## src/rtl/dm_arbiter.sv

```systemverilog
// dm_arbiter: two-port round-robin arbiter and access sequencer in front of
// the byte-addressed data memory. Requester A is the pipeline MEM stage,
// requester B the loader/debug port. Every granted access runs
// IDLE/RESP -> ACCESS -> RESP. Accesses with an unsupported type or past the
// end of memory are rejected and never reach the memory.
//
// Build option: define DM_ARB_ALIGN_CHECK_EN to also reject misaligned half
// and word accesses. Without it, misaligned accesses go to memory unchanged.
//
// state  | meaning
// -------+------------------------------------------------------------------
// IDLE   | no access in flight; arbitrate among raised requests
// ACCESS | drive dm_* from latched fields, capture read data (gnt high here)
// RESP   | rvalid/err for the owner; arbitrate again for back-to-back use
module dm_arbiter #(
  parameter int MEM_BYTES = 1024
) (
  input  logic        clk,
  input  logic        rst,
  input  logic        a_req,
  input  logic        a_we,
  input  logic [2:0]  a_type,
  input  logic [31:0] a_addr,
  input  logic [31:0] a_wdata,
  output logic        a_gnt,
  output logic        a_rvalid,
  output logic [31:0] a_rdata,
  output logic        a_err,
  input  logic        b_req,
  input  logic        b_we,
  input  logic [2:0]  b_type,
  input  logic [31:0] b_addr,
  input  logic [31:0] b_wdata,
  output logic        b_gnt,
  output logic        b_rvalid,
  output logic [31:0] b_rdata,
  output logic        b_err,
  output logic        dm_MemWrite,
  output logic        dm_MemRead,
  output logic [2:0]  dm_DMType,
  output logic [31:0] dm_Address,
  output logic [31:0] dm_Write_data,
  input  logic [31:0] dm_Read_data
);

  typedef enum logic [1:0] {IDLE, ACCESS, RESP} state_t;

  localparam logic        OWN_A     = 1'b0;
  localparam logic        OWN_B     = 1'b1;
  localparam logic [32:0] MEM_LIMIT = 33'(MEM_BYTES);

  state_t      state;
  logic        owner;
  logic        last_owner;
  logic        l_we;
  logic [2:0]  l_type;
  logic [31:0] l_addr;
  logic [31:0] l_wdata;
  logic        l_legal;

  logic        win_a;
  logic        win_b;
  logic        s_we;
  logic [2:0]  s_type;
  logic [31:0] s_addr;
  logic [31:0] s_wdata;
  logic [2:0]  s_size;
  logic [32:0] s_end;
  logic        s_legal;
  logic        in_access;
  logic [31:0] cap_data;

  // Round robin: on a tie the requester that did not win last time goes first.
  assign win_a = a_req && (!b_req || (last_owner == OWN_B));
  assign win_b = b_req && !win_a;

  // Select the winning requester's fields for latching.
  always_comb begin
    if (win_b) begin
      s_we    = b_we;
      s_type  = b_type;
      s_addr  = b_addr;
      s_wdata = b_wdata;
    end else begin
      s_we    = a_we;
      s_type  = a_type;
      s_addr  = a_addr;
      s_wdata = a_wdata;
    end
  end

  // Legality of the selected request; the end address is 33 bits so an
  // address near 2^32 cannot wrap back into range.
  always_comb begin
    case (s_type[1:0])
      2'b00:   s_size = 3'd1;
      2'b01:   s_size = 3'd2;
      default: s_size = 3'd4;
    endcase
    s_end   = {1'b0, s_addr} + {30'b0, s_size};
    s_legal = (s_type[1:0] != 2'b11) && (s_end <= MEM_LIMIT);
`ifdef DM_ARB_ALIGN_CHECK_EN
    if ((s_size == 3'd2) && s_addr[0])
      s_legal = 1'b0;
    if ((s_size == 3'd4) && (s_addr[1:0] != 2'b00))
      s_legal = 1'b0;
`endif
  end

  // Memory side is only active in ACCESS; the write strobe is also killed by
  // reset so a reset edge can never commit a half-finished store.
  assign in_access     = (state == ACCESS);
  assign dm_MemWrite   = in_access && l_legal && l_we && !rst;
  assign dm_MemRead    = in_access && l_legal && !l_we;
  assign dm_DMType     = in_access ? l_type  : 3'b000;
  assign dm_Address    = in_access ? l_addr  : 32'h0;
  assign dm_Write_data = in_access ? l_wdata : 32'h0;
  assign cap_data      = (l_legal && !l_we) ? dm_Read_data : 32'h0;

  // Sequencer FSM with registered grant/response outputs.
  always_ff @(posedge clk) begin
    if (rst) begin
      state      <= IDLE;
      owner      <= OWN_A;
      last_owner <= OWN_B;
      l_we       <= 1'b0;
      l_type     <= 3'b000;
      l_addr     <= 32'h0;
      l_wdata    <= 32'h0;
      l_legal    <= 1'b0;
      a_gnt      <= 1'b0;
      b_gnt      <= 1'b0;
      a_rvalid   <= 1'b0;
      b_rvalid   <= 1'b0;
      a_err      <= 1'b0;
      b_err      <= 1'b0;
      a_rdata    <= 32'h0;
      b_rdata    <= 32'h0;
    end else begin
      a_gnt    <= 1'b0;
      b_gnt    <= 1'b0;
      a_rvalid <= 1'b0;
      b_rvalid <= 1'b0;
      a_err    <= 1'b0;
      b_err    <= 1'b0;
      case (state)
        IDLE, RESP: begin
          if (win_a || win_b) begin
            owner      <= win_b;
            last_owner <= win_b;
            l_we       <= s_we;
            l_type     <= s_type;
            l_addr     <= s_addr;
            l_wdata    <= s_wdata;
            l_legal    <= s_legal;
            a_gnt      <= win_a;
            b_gnt      <= win_b;
            state      <= ACCESS;
          end else begin
            state <= IDLE;
          end
        end
        ACCESS: begin
          if (owner == OWN_A) begin
            a_rvalid <= 1'b1;
            a_err    <= !l_legal;
            a_rdata  <= cap_data;
          end else begin
            b_rvalid <= 1'b1;
            b_err    <= !l_legal;
            b_rdata  <= cap_data;
          end
          state <= RESP;
        end
        default: state <= IDLE;
      endcase
    end
  end

endmodule

```

## config.mk

```make
export PLATFORM = sky130hd
export DESIGN_NAME = dm_arbiter
export DESIGN_NICKNAME = d
export VERILOG_FILES = /design/src/rtl/dm_arbiter.sv
export SDC_FILE = /design/constraint.sdc
export NUM_CORES = 1
export LEC_CHECK = 0
export ABC_AREA = 1
export CAP_MARGIN = 10
export CORE_MARGIN = 2
export CORE_UTILIZATION = 30
export DETAILED_ROUTE_END_ITERATION = 7
export DONT_BUFFER_PORTS = 1
export PLACE_DENSITY = 0.46
export RECOVER_POWER = 25
export REMOVE_ABC_BUFFERS = 1
export SKIP_CTS_REPAIR_TIMING = 1
export SLEW_MARGIN = 40
export SYNTH_ARGS = -nofsm -noshare
export SYNTH_HDL_FRONTEND = slang
export SYNTH_SLANG_ARGS = --single-unit
export TNS_END_PERCENT = 5
```

## constraint.sdc

```tcl
create_clock -name clk -period 8.5 [get_ports clk]
set_input_delay 1.275 -clock clk [delete_from_list [all_inputs] [get_ports clk]]
set_output_delay 1.275 -clock clk [all_outputs]
set_load 0.02 [all_outputs]
```

Word-level counts from Yosys, hierarchy flattened
Cells that the tools add are included.
Widths: inputs -> output; s select.
{"block": "totals", "ff_bits": 143, "in_bits": 172}
{"block": "classes", "addsub": 1, "order_cmp": 1, "n_eq_ne": 4, "n_mux": 13, "n_bitwise": 4, "n_reduce_logical": 25}
{"operator": "$mux 32", "n": 5}
{"operator": "$add 32x3->33", "n": 1}
{"operator": "$le 33x11->1 const B", "n": 1}
{"operator": "$reduce_or 3->1", "n": 3}
{"operator": "$logic_and 1x1->1", "n": 8}
{"operator": "$mux 3", "n": 2}
{"operator": "$pmux 3 s2", "n": 1}
{"operator": "$reduce_and 2->1", "n": 3}
{"operator": "$logic_not 1->1", "n": 5}
{"operator": "$eq 2x1->1 const B", "n": 2}
{"operator": "$logic_not 2->1", "n": 2}
{"operator": "$mux 1", "n": 4}
{"operator": "$not 1->1", "n": 4}
{"operator": "$pmux 2 s2", "n": 1}
{"operator": "$reduce_or 2->1", "n": 2}
{"operator": "$eq 2x2->1 const B", "n": 1}
{"operator": "$logic_or 1x1->1", "n": 2}
{"operator": "$ne 2x2->1 const B", "n": 1}

Longest topological paths before layout
Gate-level depths: netlist (run 1).
{"block": "logic_depth", "depth_word": 11, "ltp_mapped": 25, "ltp_nobuf": 23}

Least setup slack after synthesis (run 1)
Ideal clock, no wire load.
{"block": "synth_timing", "path_kind": "in2reg", "from": "input b_req", "to": "register l_legal", "t_arrival_ns": 3.827, "required_time_ns": 8.430, "setup_slack_ns": 4.603, "cell_stages": 21, "n_path_buf": 3, "path_cell_list": "inv_1 a21oi_4 buf_4 buf_4 buf_2 nand2_1 nand2_1 ha_1 fa_1 nand2_1 nand2_1 nand2_1 nor2_2 nand2_1 nor2_1 nand2_1 xor2_1 nand2_1 nor2_1 nand4_1 a21oi_1"}
{"item": "from (decl)", "line_no": "29", "rtl": "input logic b_req,"}
{"item": "$logic_not 1->1", "line_no": "74", "rtl": "assign win_a = a_req && (!b_req || (last_owner == OWN_B));"}
{"item": "$logic_or 1x1->1", "line_no": "74"}
{"item": "$logic_and 1x1->1", "line_no": "74"}
{"item": "$logic_not 1->1", "line_no": "75", "rtl": "assign win_b = b_req && !win_a;"}
{"item": "$logic_and 1x1->1 (*)", "line_no": "75"}
{"item": "$mux 32 (*)", "line_no": "79", "rtl": "if (win_b) begin"}
{"item": "net s_addr[0]", "line_no": "65", "rtl": "logic [31:0] s_addr;"}
{"item": "$add 32x3->33 (*)", "line_no": "100", "rtl": "s_end = {1'b0, s_addr} + {30'b0, s_size};"}
{"item": "$le 33x11->1 (*)", "line_no": "101", "rtl": "s_legal = (s_type[1:0] != 2'b11) && (s_end <= MEM_LIMIT);"}
{"item": "$logic_and 1x1->1 (*)", "line_no": "101"}
{"item": "to (signal assigned)", "line_no": "155", "rtl": "l_legal <= s_legal;"}
{"item": "to (decl)", "line_no": "59", "rtl": "logic l_legal;"}
The timed path passes the listed nets; every way through them passes the cells marked *.
A chain may end at the register's enable or synchronous reset.

Worst setup path after layout (run 1)
{"block": "layout_timing", "from": "input b_req", "to": "register l_legal"}
{"block": "layout_between", "elab_chain_len": 11}
{"item": "$logic_not 1->1", "line_no": "74"}
{"item": "$logic_or 1x1->1", "line_no": "74"}
{"item": "$logic_and 1x1->1", "line_no": "74"}
{"item": "$logic_not 1->1", "line_no": "75"}
{"item": "$logic_and 1x1->1", "line_no": "75"}
{"item": "$mux 3", "line_no": "79"}
{"item": "$eq 2x1->1 / $logic_not 2->1 (equally long branches)", "line_no": "95", "rtl": "case (s_type[1:0])"}
{"item": "$pmux 3 s2", "line_no": "95"}
{"item": "$add 32x3->33", "line_no": "100"}
{"item": "$le 33x11->1", "line_no": "101"}
{"item": "$logic_and 1x1->1", "line_no": "101"}
Several ways; a longest one is shown, not always the timed one.

==> flow_summary.yaml, run 1 <==
routing:
  vias_per_cell: 4.79
  drt-total-wl_mm: 25.6
  drtIter0Drc: 445
  wire_per_inst_um: 16.4
  drc: 0
  vias: 7463
  ant_nets: 0
  dr.pass1.iters: 5
timing:
  rsz0062_at_grt: "no"
  fin_tns_setup_ns: 0
  finalHoldViolCount: 0
  worst_slack_ns: 4.04
  fin_skew_ns: 0.0118
  min_period_ns: 4.46
  slew_headroom_pct: -30.1
  slew_viol_final: 126
  setup_viol: 0
  worst_pin_slew_ns: 1.94
  finalCritPeriodShare_pct: 52.5
  fmax_mhz: 224
die:
  start_util_pct: 30.4
  dieWidth_um: 166
  fp.dieArea_sq_um: 27600
  fp.dieH_um: 166
  rows: 59
  coreArea_sq_um: 25900
  num_io_pins: 311
placement:
  port_buffers: 0
  placedCellCount: 1526
  pre_cts_ws_ns: 4.02
  hpwlAfterDp_mm: 17.6
  gp_congestion: 0.876
yosys:
  synth_top_area_share_pct: 36.3
  yosysUniqueCellTypes: 34
  ys_ff_latch: 143
  synth_ff_type: "dfxtp_1"
  ys_top_cells_by_count: "255 x nand2_1, 226 x inv_1, 163 x nor2_1, 143 x dfxtp_1, 136 x a21oi_1"
  ys_warn_count: 0
  syn-instance-count: 1254
  yosys.area.top_type: "dfxtp_1"
  synth_edf_count: 0
  synth_most_common_cell: "nand2_1"
  avgSynthCellArea_sq_um: 6.29
  synth.area.top_cells: "dfxtp_1 36%, nand2_1 12%, inv_1 11%, a21oi_1 8.6%, nor2_1 7.8%"
  async_flop_share_pct: 0
  yosysSeqAreaShare_pct: 36.3
  netlist_area_sq_um: 7890
clock_network:
  clk_path_buf_depth: 2
  clkLatencyLatePin_ns: 0.42
  htree_num_levels: 4
  clkTransAtPathRegs_ns: 0.07
  root_buffer: "clkbuf_16"
  cts_buffers: 17
  clkSinkCount: 143
  cts_tree: "done"
power_and_ir_drop:
  leakagePower_uw: 0.00385
  power.total_uw: 1820
  p_sw_share_pct: 32.9
  power.share.sequential_pct: 41.6
  peakVddDrop_mv: 0.111
  power_density_nw_per_um2: 211
  pwr-share-comb_pct: 16.8
  power_frac_clock_pct: 41.6
  power.internal_uw: 1220
  switchingPower_uw: 599
worst_setup_path:
  slowest_delay_ns: 1.52
  cp_top_family: "buffers and inverters"
  crit_path_frequent_cell: "a21oi_1"
  worst_path_max_delay_cell: "clkinvlp_2"
  path_class: "input pin to flip-flop"
  endpoint_kind: "flip-flop"
  worstPathRequired_ns: 8.85
  critPathMaxFanout: 55
  start_kind: "input pin"
  critical_path.cell_chain: "inv_1, o21ai_0, a21oi_1, clkinvlp_2, a21oi_1, o21ai_0, nor2_1, nand3_1, nor2_1, nand4_1, a21oi_1"
  crit_arrival_ns: 4.82
  cp_num_buf_inv: 2
grt:
  antenna_found_initial: 1
  grt_pass1_wl_mm: 39.9
  overflow: 0
  grt_util_all_layers_pct: 17.9
  grt_pass1_vias: 7080
  grt_max_degree: 112
min_path:
  hold_path_class: "flip-flop to flip-flop"
layout:
  final_cells: 1559
  synthToLayoutAreaGrowth_pct: 9.42
  multiInputGateArea_sq_um: 3830
  register_area_sq_um: 2860
  post-route-util_pct: 33.3
  layout-drive-gt1-share_pct: 6.62
  final_nets: 1386
  nFillCells: 2938
run_status:
  run_status: "complete, but fails checks"
  violations: "max-capacitance violations, max-slew violations"
job:
  drv_cap: 3
layer usage:
layer / global-route usage, % / wire length (um)
met5: 0 / 0
met4: 3.78 / 286
met3: 4.72 / 1660
met2: 29.9 / 12000
met1: 23.4 / 11600
final cells by class:
| class | instances | area share, % |
|---|---|---|
| Timing Repair Buffer | 11 | 0.957 |
| Clock buffer | 18 | 4.97 |
| Clock inverter | 14 | 1.71 |
| Multi-Input combinational cell | 809 | 44.4 |
| Antenna cell | 1 | 0.0290 |
| Tap cell | 335 | 4.86 |
| Inverter | 228 | 9.93 |
| Sequential cell | 143 | 33.2 |
flip-flops by register name, indices dropped and copies added (netlist names):
| signal | cells |
|---|---|
| b_err | 1 |
| a_gnt | 1 |
| owner | 1 |
| b_rdata | 32 |
| b_gnt | 1 |
| b_rvalid | 1 |
| l_we | 1 |
| a_rvalid | 1 |
| l_legal | 1 |
| a_rdata | 32 |
| last_owner | 1 |
| a_err | 1 |
| l_addr | 32 |
| l_wdata | 32 |
| state | 2 |
| l_type | 3 |
worst min-delay path, stage by stage (launching register included):
cell      delay [ns]
dfxtp_1         0.30
inv_1           0.06
a221oi_1        0.07
worst paths after layout:
| check | start | end | slack (ns) | cells after the start |
|---|---|---|---|---|
| worst max-delay path | b_req | l_legal$_SDFFE_PP0P_ | 4.04 | 11 |
| worst min-delay path | l_wdata[9]$_SDFFE_PP0P_ | l_wdata[9]$_SDFFE_PP0P_ | 0.47 | 2 |
| worst max register to register | last_owner$_SDFFE_PP1P_ | l_legal$_SDFFE_PP0P_ | 4.57 | 10 |
| worst min register to register | l_wdata[9]$_SDFFE_PP0P_ | l_wdata[9]$_SDFFE_PP0P_ | 0.47 | 2 |
cells in the final DEF, fill, tap and decap left out, types with 2 or more instances in the layout:
cell and count:
xor2_1 5, o21ai_1 9, clkbuf_16 17, buf_4 7, nor3_1 7, inv_8 3, a21oi_1 136, inv_1 226
nand4_1 6, clkbuf_1 3, clkinvlp_4 3, a221oi_1 34, nand2_2 16, nor2_4 3, nand3b_1 2, nand2_1 255
o21ai_0 82, clkinv_4 2, nor2_1 162, dfxtp_1 143, nand3_1 64, buf_6 2, ha_1 3, nor2_2 9
inv_6 5, o21ai_2 7
logic make-up after synthesis:
group / Yosys count / synth area share, %
and+or+nand+nor: 529 / 27.9
buffers and inverters: 302 / 15.2
AOI/OAI and AO/OA: 271 / 19.4
DFF: 143 / 36.3
xor gates and xnor gates: 5 / 0.555
adders and majority gates: 4 / 0.730
stage by stage:
stage	hold slack [ns]	instance area [sq um]
after global routing	0.495	8630
final	0.473	8630
after floorplan	0.444	7540
after CTS	0.473	8630
after global placement	0.458	8050
after detailed placement	0.462	8050
power by group through the flow:
stage / combinational [uW] / sequential, uW / clock [uW]
4_1_cts: 310 / 758 / 787
6_report: 306 / 757 / 758
5_1_grt: 353 / 762 / 811
2_1_floorplan: 231 / 770 / 0
3_5_place_dp: 309 / 773 / 0
3_3_place_gp: 307 / 772 / 0
No activity file was read; power rests on OpenSTA's default activity.
==> run 2, diff against run 1 <==
- PLACE_DENSITY: 0.46 -> 0.47
- clock period: 8.5 -> 3.9 ns (I/O delays scaled with it)
==> flow_summary.yaml, run 2 (synthesis results as in run 1) <==
run_status:
  run_status: "complete, but fails checks"
  violations: "max-capacitance violations, max-slew violations"
layout:
  final_cells: 1563
  nFillCells: 2942
  multiInputGateArea_sq_um: 3830
  synthToLayoutAreaGrowth_pct: 9.84
  layout-drive-gt1-share_pct: 6.93
  final_common_cell: "nand2_1"
  final_nets: 1390
  register_area_sq_um: 2860
  layout_common_cells: "255 x nand2_1, 227 x inv_1, 163 x nor2_1"
power_and_ir_drop:
  peakVddDrop_mv: 0.234
  p_sw_share_pct: 34.3
  power.share.sequential_pct: 41.6
  pwr-share-comb_pct: 17.1
  leakagePower_uw: 0.00388
  switchingPower_uw: 1360
  power.internal_uw: 2610
  power_density_nw_per_um2: 459
  power_frac_clock_pct: 41.4
worst_setup_path:
  rr_worst_depth: 18
  crit-reg2reg-launch: "last_owner$_SDFFE_PP1P_"
  cp_num_buf_inv: 1
  worst_path_max_delay_cell: "dfxtp_1"
  rrSetupSlack_ns: 0.79
  cp_top_family: "simple AND/OR/NAND/NOR gates"
  r2r-end: "l_legal$_SDFFE_PP0P_"
  start_kind: "flip-flop"
  crit_arrival_ns: 3.46
  crit_path_frequent_cell: "nand2_1"
  endpoint_kind: "flip-flop"
  slowest_delay_ns: 0.44
  path_class: "flip-flop to flip-flop"
  critPathMaxFanout: 12
  critical_path.cell_chain: "a21o_2, buf_4, nand2_1, nand2_1, ha_1, fa_1, nand2_1, nand2_1, nand2_1, nor2_2, nand2_1, nor2_1, nand2_1, xor2_1, nand2_1, nor2_1, nand4_1, a21oi_1"
  worstPathRequired_ns: 4.25
grt:
  grt_util_all_layers_pct: 18.8
  antenna_found_initial: 1
  grt_busiest_layer: "met2"
  grt_pass1_wl_mm: 41.4
  grt_pass1_vias: 7288
  met3_usage_pct: 4.91
  overflow: 0
  use_met2_pct: 31.9
  grt_max_degree: 121
  grt_use_met1_pct: 23.3
clock_network:
  clk_path_buf_depth: 2
  htree_num_levels: 4
  clkSinkCount: 143
  clkLatencyLatePin_ns: 0.43
  clkTransAtPathRegs_ns: 0.07
  cts_tree: "done"
  cts_buffers: 17
  root_buffer: "clkbuf_16"
placement:
  placedCellCount: 1530
  pre_cts_ws_ns: 0.518
  hpwlAfterDp_mm: 19.0
  port_buffers: 0
  gp_congestion: 0.898
routing:
  vias: 7605
  vias_per_cell: 4.87
  drtIter0Drc: 528
  drt-total-wl_mm: 26.7
  drc: 0
  wire_per_inst_um: 17.1
  ant_nets: 0
  dr.pass1.iters: 5
die:
  dieWidth_um: 166
  coreArea_sq_um: 25900
  fp.dieH_um: 166
  fp.dieArea_sq_um: 27600
  start_util_pct: 30.4
  num_io_pins: 311
  rows: 59
timing:
  min_period_ns: 3.11
  fmax_mhz: 322
  slew_viol_final: 34
  setup_viol: 0
  slew_headroom_pct: -13.2
  finalCritPeriodShare_pct: 79.7
  finalHoldViolCount: 0
  fin_skew_ns: 0.0144
  rsz0062_at_grt: "no"
  worst_pin_slew_ns: 1.70
  worst_slack_ns: 0.792
min_path:
  hold_path_class: "input pin to flip-flop"
  holdPathEnd: "l_wdata[7]$_SDFFE_PP0P_"
  min_from: "rst"
  min_path_cells: 1
job:
  drv_cap: 1
## run 2: cell types whose count changed in the layout (fill, tap and decap cells not counted), moves of 2 or more
| cell | before | now |
|---|---|---|
| buf_4 | 7 | 13 |
| buf_6 | 2 | 0 |
| clkbuf_1 | 3 | 1 |
| clkinv_8 | 0 | 2 |
## run 2: metrics by stage
| step | instance area [sq um] | utilization, % | power (uW) | hold slack, ns | setup TNS [ns] |
|---|---|---|---|---|---|
| finish | 8660 | 33.4 | 3970 | 0.300 | 0 |
| global route | 8660 | 33.4 | 4180 | 0.270 | 0 |
| CTS | 8670 | 33.4 | 4030 | 0.233 | 0 |
| detailed placement | 8090 | 31.2 | 2370 | 0.460 | 0 |
| global placement | 8090 | 31.2 | 2370 | 0.453 | 0 |
| floorplan | 7540 | - | 2180 | 0.444 | -33.17 |
## run 2: cell type report
type                    instances  area share [%]
diodes                          1          0.0289
clock buffers                  17            4.91
clock inverters                15            1.69
inverters                     228            9.91
multi-input cells             809            44.2
flip-flops and latches        143            33.0
well taps                     335            4.84
repair buffers                 15            1.40
## run 2: worst max path at each step
stage / start / end / slack (ns) / depth (start not counted)
after floorplan: state[0]$_SDFF_PP0_ / a_rdata[0]$_SDFFE_PP0P_ / -0.41 / 6
after global routing: last_owner$_SDFFE_PP1P_ / l_legal$_SDFFE_PP0P_ / 0.44 / 18
after CTS: last_owner$_SDFFE_PP1P_ / l_legal$_SDFFE_PP0P_ / 0.78 / 18
after global placement: b_req / l_legal$_SDFFE_PP0P_ / 0.62 / 19
final: last_owner$_SDFFE_PP1P_ / l_legal$_SDFFE_PP0P_ / 0.79 / 18
after detailed placement: b_req / l_legal$_SDFFE_PP0P_ / 0.52 / 19
## run 2: power by group through the flow
stage | logic [uW] | clock network [uW] | registers [uW]
2_1_floorplan | 504 | 0 | 1680
3_3_place_gp | 682 | 0 | 1680
3_5_place_dp | 686 | 0 | 1690
4_1_cts | 688 | 1690 | 1650
5_1_grt | 777 | 1740 | 1660
6_report | 679 | 1640 | 1650
## run 2: layer usage
layer / up-vias / share of wire [%]
li1: 3853 / -
met3: 28 / 6.6
met1: 3462 / 44
met5: - / 0
met4: 0 / 1.8
met2: 262 / 47
==> edit (flow settings as in run 2) <==
Build with the macro `DM_ARB_ALIGN_CHECK_EN` defined.
--- a/src/rtl/dm_arbiter.sv
+++ b/src/rtl/dm_arbiter.sv
@@ -14,2 +14,4 @@
 // RESP   | rvalid/err for the owner; arbitrate again for back-to-back use
+`define DM_ARB_ALIGN_CHECK_EN
+
 module dm_arbiter #(
Function: changed (a bounded check fails within 4 cycles, from zero or initial values and one cycle with rst high).
==> edit against run 2 <==
- the flow still finishes with violations (max-capacitance violations, max-slew violations)
- total power down 0.40%
- worst setup slack worse by 0.082 ns
- first-iteration DRC count down 8.1%
- cell area up 1.2%
- sequential cell count unchanged
- sequential power about the same
- die area up 1.7%
- count of clock-buffer cells in the layout unchanged
- wire length down 0.19%
- utilization up 0.12 points
- synthesized area up 1.8%
- critical endpoint is now dm_Address[23]
- highest routed layer unchanged
==> edit: results (changes against run 2) <==
outcome:
  violations: "max-capacitance violations, max-slew violations"
  status: "finished with violations"
detailed_routing:
  drt_first_pass_iters: 6  # +1
  routed-via-count: 7930  # +4.3%
  wirelength_met1_um: 11700  # -0.75%
  wl_met3_um: 1740  # -1.7%
  met2_length_um: 12600  # about the same
final_layout:
  stdcell_count: 1611  # +3.1%
  layout-drive-gt1-share_pct: 5.49  # -1.4 points
  nets: 1439  # +3.5%
  diodes: 0  # -1
job:
  max_cap_viol_count: 1  # unchanged
setup_path:
  crit_arrival_ns: 2.60  # -0.86 ns
  r2r_cells: 19  # +1
  cp_max_fo: 37  # +25
  worstSetupStartpoint: "state[0]"
  endpoint: "dm_Address[23]"
timing:
  skew_ns: 0.0143  # -0.000131 ns
  fin_ws_ns: 0.711  # -0.0816 ns
  slew_violations: 34  # unchanged
logic_synthesis:
  synth.area.top_cells: "dfxtp_1 (36%), nand2_1 (14%), inv_1 (11%), a21oi_1 (8.5%), nor2_1 (8.5%)"
  yosysUniqueCellTypes: 31  # -8.8%
  ys_seq_area_share_pct: 35.7  # -0.63 points
global_routing:
  use_met1_pct: 23.4  # +0.032 points
  grt_use_met2_pct: 31.1  # -0.83 points
  grt_pass1_vias: 7388  # +1.4%
  use_met3_pct: 5.20  # +0.29 points
  antenna_found_initial: 0  # -1
placement:
  dp_slack_ns: 0.502  # -0.0166 ns
  gp_congestion: 0.905  # +0.77%
  placed_area_um2: 8200  # +1.3%
pwr:
  ir_worst_vdd_v: 0.000190  # -19%
edit: final cells by class:
class                      count  area share [%]
clock buffer                  17            4.85
sequential                   143            32.7
tap                          335            4.78
timing repair buffer          13            1.07
clock inverter                15            1.68
multi-input combinational    855            45.0
inverter                     233            10.0
edit: cells by family after synthesis:
kind of cell    after synthesis  share of synthesized area, %
xor+xnor                      3                         0.327
simple gates                576                          29.0
buf+inv                     309                          15.3
flops                       143                          35.7
compound gates              272                          19.0
fa+ha+maj                     4                         0.717
edit: critical path: stages (launching register included):
cell	delay [ns]
dfxtp_1	0.33
inv_1	0.08
nor2_2	0.04
inv_1	0.92
buf_4	0.55
nor2_1	0.24
edit: power by group through the flow:
stage / sequential (mW) / clock [mW] / combinational [mW]
6_report: 1.65 / 1.61 / 0.695
4_1_cts: 1.65 / 1.67 / 0.703
3_3_place_gp: 1.69 / 0 / 0.698
5_1_grt: 1.66 / 1.73 / 0.804
3_5_place_dp: 1.69 / 0 / 0.700
2_1_floorplan: 1.68 / 0 / 0.521
